<file path="src/rtl/pixel_scale_pkg.sv">
// Shared defaults and width helper for the pixel scale address generator.
package pixel_scale_pkg;

  localparam int HC_W_DEF        = 12;
  localparam int H_LAST_DEF      = 3199;
  localparam int CLK_PER_PIX_DEF = 4;
  localparam int H_SCALE_DEF     = 5;
  localparam int V_SCALE_DEF     = 5;
  localparam int COLS_DEF        = 128;
  localparam int ROWS_DEF        = 96;

  // Bits needed to hold 0..value-1, never less than one bit so a
  // modulus of 1 still yields a legal vector.
  function automatic int clog2_min1(input int value);
    int w;
    w = 0;
    for (int i = 0; i < 31; i++) begin
      if ((32'sd1 <<< i) < value) begin
        w = i + 1;
      end
    end
    return (w < 1) ? 1 : w;
  endfunction

endpackage

</file>
<file path="src/rtl/pixel_scale_addr_gen_mod_counter.sv">
// Modulo (or saturating) counter with synchronous clear and chainable wrap.
module mod_counter #(
  parameter int MOD      = 4,
  parameter int W        = 2,
  parameter bit SATURATE = 1'b0
) (
  input  logic         clk,
  input  logic         reset,
  input  logic         clr,
  input  logic         en,
  output logic [W-1:0] count,
  output logic         wrap
);

  localparam logic [W-1:0] LAST = W'(MOD - 1);

  logic at_last;

  // Terminal-count detect; with MOD=1 this is always true so wrap == en.
  always_comb begin
    at_last = (count == LAST);
    wrap    = en & at_last;
  end

  // Count state: clear beats enable; terminal either wraps or holds.
  always_ff @(posedge clk or negedge reset) begin
    if (!reset) begin
      count <= {W{1'b0}};
    end else if (clr) begin
      count <= {W{1'b0}};
    end else if (en) begin
      if (at_last) begin
        count <= SATURATE ? LAST : {W{1'b0}};
      end else begin
        count <= count + W'(1);
      end
    end else begin
      count <= count;
    end
  end

endmodule

</file>
<file path="src/rtl/pixel_scale_addr_gen.sv">
// Converts VGA timing counters into upscaled framebuffer (row, column)
// addresses plus row/frame strobes for the read stage.
module pixel_scale_addr_gen
  import pixel_scale_pkg::*;
#(
  parameter int HC_W        = HC_W_DEF,
  parameter int H_LAST      = H_LAST_DEF,
  parameter int CLK_PER_PIX = CLK_PER_PIX_DEF,
  parameter int H_SCALE     = H_SCALE_DEF,
  parameter int V_SCALE     = V_SCALE_DEF,
  parameter int COLS        = COLS_DEF,
  parameter int ROWS        = ROWS_DEF
) (
  input  logic                               clk,
  input  logic                               reset,
  input  logic [HC_W-1:0]                    H_counter,
  input  logic                               H_pixel_disp,
  input  logic                               V_pixel_disp,
  output logic [clog2_min1(V_SCALE)-1:0]     line_count,
  output logic [clog2_min1(ROWS)-1:0]        row_addr,
  output logic [clog2_min1(CLK_PER_PIX)-1:0] clk_div,
  output logic [clog2_min1(H_SCALE)-1:0]     pix_count,
  output logic [clog2_min1(COLS)-1:0]        col_addr,
  output logic                               addr_valid,
  output logic                               row_done,
  output logic                               frame_done
);

  localparam int LW = clog2_min1(V_SCALE);
  localparam int RW = clog2_min1(ROWS);
  localparam int DW = clog2_min1(CLK_PER_PIX);
  localparam int PW = clog2_min1(H_SCALE);
  localparam int CW = clog2_min1(COLS);

  logic line_en;
  logic line_wrap;
  logic row_wrap;
  logic div_wrap;
  logic pix_wrap;
  logic col_wrap_unused;

  // Line step fires only inside the vertical visible region, so a clear
  // in the same cycle as the last H clock can never produce a strobe.
  always_comb begin
    line_en = V_pixel_disp & (H_counter == HC_W'(H_LAST));
  end

  // Vertical chain: line within logical row, then logical row.
  mod_counter #(.MOD(V_SCALE), .W(LW), .SATURATE(1'b0)) u_line (
    .clk(clk), .reset(reset), .clr(~V_pixel_disp), .en(line_en),
    .count(line_count), .wrap(line_wrap)
  );

  mod_counter #(.MOD(ROWS), .W(RW), .SATURATE(1'b0)) u_row (
    .clk(clk), .reset(reset), .clr(~V_pixel_disp), .en(line_wrap),
    .count(row_addr), .wrap(row_wrap)
  );

  // Horizontal chain: clock within pixel, pixel within logical pixel,
  // then logical column (saturating so it never wraps inside a line).
  mod_counter #(.MOD(CLK_PER_PIX), .W(DW), .SATURATE(1'b0)) u_div (
    .clk(clk), .reset(reset), .clr(~H_pixel_disp), .en(H_pixel_disp),
    .count(clk_div), .wrap(div_wrap)
  );

  mod_counter #(.MOD(H_SCALE), .W(PW), .SATURATE(1'b0)) u_pix (
    .clk(clk), .reset(reset), .clr(~H_pixel_disp), .en(div_wrap),
    .count(pix_count), .wrap(pix_wrap)
  );

  mod_counter #(.MOD(COLS), .W(CW), .SATURATE(1'b1)) u_col (
    .clk(clk), .reset(reset), .clr(~H_pixel_disp), .en(pix_wrap),
    .count(col_addr), .wrap(col_wrap_unused)
  );

  // Registered strobes and visible-region flag, aligned with the counters.
  always_ff @(posedge clk or negedge reset) begin
    if (!reset) begin
      row_done   <= 1'b0;
      frame_done <= 1'b0;
      addr_valid <= 1'b0;
    end else begin
      row_done   <= line_wrap;
      frame_done <= row_wrap;
      addr_valid <= H_pixel_disp & V_pixel_disp;
    end
  end

endmodule

</file>
<file path="config.mk">
export PLATFORM = sky130hd
export DESIGN_NAME = pixel_scale_addr_gen
export DESIGN_NICKNAME = d
export VERILOG_FILES = /design/src/rtl/pixel_scale_pkg.sv /design/src/rtl/pixel_scale_addr_gen_mod_counter.sv /design/src/rtl/pixel_scale_addr_gen.sv
export SDC_FILE = /design/constraint.sdc
export NUM_CORES = 1
export LEC_CHECK = 0
export BUFFER_PORTS_ARGS = -buffer_cell sky130_fd_sc_hd__buf_2
export CAP_MARGIN = 20
export CORE_ASPECT_RATIO = 1.75
export CORE_MARGIN = 3
export CORE_UTILIZATION = 54
export DETAILED_ROUTE_END_ITERATION = 8
export PLACE_DENSITY_LB_ADDON = 0.12
export SLEW_MARGIN = 20
export SYNTH_ARGS = -nofsm -noshare
export SYNTH_HDL_FRONTEND = slang
export SYNTH_HIERARCHICAL = 1
export SYNTH_SLANG_ARGS = --single-unit
export TNS_END_PERCENT = 30
</file>
<file path="constraint.sdc">
create_clock -name clk -period 2.8 [get_ports clk]
set_input_delay 0.14 -clock clk [delete_from_list [all_inputs] [get_ports clk]]
set_output_delay 0.14 -clock clk [all_outputs]
set_load 0.01 [all_outputs]
</file>
==> impl_metrics.ini <==
[status]
status = finished clean

[timing]
finalSetupViolCount = 0
fin_hold_ws_ns = 0.190
period_minus_slack_ns = 1.81
slew_violations = 0
finalSetupTns_ns = 0
tightestPinTransition_ns = 0.553
slew_headroom_pct = 63.1
fmax_mhz = 552
period_share_pct = 64.7
fin_skew_ns = 0.00562
final-hold-violation-count = 0
rsz0062_at_grt = false

[critical_path]
crit_path_start = u_div/count[0]$_DFFE_PN0P_
worst_path_dominant_cell_family = simple AND/OR/NAND/NOR gates
setup.worst_path.end = u_col/count[3]$_DFFE_PN0P_
cp_max_fo = 9
r2r_end = u_col/count[3]$_DFFE_PN0P_
timing.reg2reg.worst_path_depth = 6
reg2reg_slack_ns = 0.99
cp.required_ns = 2.98
path_cells = ha_1 -> and2_1 -> and3_2 -> and3_4 -> and3_1 -> a211oi_1
cp.arrival_ns = 1.99
rr_startpoint = u_div/count[0]$_DFFE_PN0P_
path_depth = 6
cpPeakStageDelay_ns = 0.41
cp-start-kind = flip-flop
end_kind = flip-flop
crit_type = flip-flop to flip-flop
path_buf_inv = 0
slowest_stage = dfrtp_1

[route]
first_pass_iters = 5
num_vias = 1104
drt_iter0_markers = 33
wire_per_inst_um = 14.4
ant_nets = 0
viasPerCell = 5.72
drcViolationCount = 0
highest_layer = met4
drt-total-wl_um = 2780
wl_met3_um = 131
met1_length_um = 1080
route.met2.wl_um = 1540

[placed_design]
gp_congestion = 0.779
port_buffers = 40
hpwl_um = 2130

[die]
dieWidth_um = 43.4
dieHeight_um = 71.5
coreArea_sq_um = 2300
start_util_pct = 57.4
io_pins = 41
fp-row-count = 23
dieArea_sq_um = 3100

[clock_network]
htreeDepth = 1
cts_max_path_buffers = 2
cts.hold.buffers_added = 1
clk_pin_slew_ns = 0.09
clk_latency_ns = 0.26
cts_tree = yes
cts_sinks = 25
post_cts_buffers = 0
cts_resized = 0
numCtsBuffers = 3
root_buffer = clkbuf_8

[layout]
finalNetCount = 192
drive_above_1_share_pct = 33.9
layout_commonest_cell = buf_2
diodes = 0
area_growth_pct = 20.9
layout_common_cells = buf_2 (40), dfrtp_1 (25), a21oi_1 (12), inv_1 (10)

[power_and_ir_drop]
ir_worst_vdd_v = 0.000286
p_leak_nw = 0.814
p_per_area_nw_per_um2 = 389

[yosys]
syn_avg_cell_area_sq_um = 10.7
synth.net_count = 147
netlist_instances = 124
synth_warnings = 6
synth_area_sq_um = 1320

[global_route]
overflow = 0
antenna_found_initial = 0
grt_pass1_vias = 1123
grt_max_degree = 26
track_usage_pct = 19.7
grt_pass1_wl_um = 4890

[job]
drv_cap = 0

[worst_hold_path]
hold_class = input pin to flip-flop
==> tightest hold or removal path, cell delays in order <==
cell and delay (ns):
buf_2 0.11, mux2i_1 0.08, nor2_1 0.08
==> sequential cells by signal, indices dropped and copies added (netlist names) <==
| signal | count |
|---|---|
| u_div/count | 2 |
| u_pix/count | 3 |
| frame_done | 1 |
| u_line/count | 3 |
| u_row/count | 7 |
| u_col/count | 7 |
| row_done | 1 |
| addr_valid | 1 |
==> final cells by class <==
| class | count | area, sq um |
|---|---|---|
| tap | 25 | 31.3 |
| timing repair buffer | 41 | 210 |
| sequential | 25 | 626 |
| fill | 194 | 703 |
| multi-input combinational | 88 | 648 |
| clock buffer | 3 | 41.3 |
| inverter | 10 | 37.5 |
| clock inverter | 1 | 5.00 |
==> through the flow <==
step	total power, W	std cells	setup slack, ns	cell area (sq um)	util (%)
after detailed placement	0.000420	188	0.745	1540	67.0
after CTS	0.000632	193	0.986	1600	69.5
after global placement	0.000418	188	0.781	1540	67.0
final	0.000622	193	0.988	1600	69.5
after floorplan	0.000393	124	0.994	1320	-
after global routing	0.000649	193	0.845	1600	69.5
==> per-layer routing <==
layer / vias to the layer above / GRT usage [%]
met5: - / 0
li1: 545 / -
met1: 519 / 22.4
met2: 36 / 36.2
met3: 4 / 2.76
met4: 0 / 6.71
==> worst min path at each step <==
stage / from / to / slack [ns] / cells past startpoint
4_1_cts: H_pixel_disp / u_div/count[1]$_DFFE_PN0P_ / 0.19 / 3
3_3_place_gp: reset / u_pix/count[0]$_DFFE_PN0P_ / 0.16 / 1
5_1_grt: H_pixel_disp / u_div/count[1]$_DFFE_PN0P_ / 0.21 / 3
3_5_place_dp: reset / u_pix/count[0]$_DFFE_PN0P_ / 0.17 / 1
2_1_floorplan: reset / addr_valid$_DFF_PN0_ / -0.16 / 0
6_report: H_pixel_disp / u_div/count[1]$_DFFE_PN0P_ / 0.19 / 3
==> where the power goes <==
group          total (W)  internal (W)  leakage (nW)  switching, W
clock network   0.000209     0.0000993        0.0255      0.000110
logic          0.0000436     0.0000183         0.442     0.0000253
registers       0.000369      0.000365         0.346    0.00000443
No activity file was read; power rests on OpenSTA's default activity.
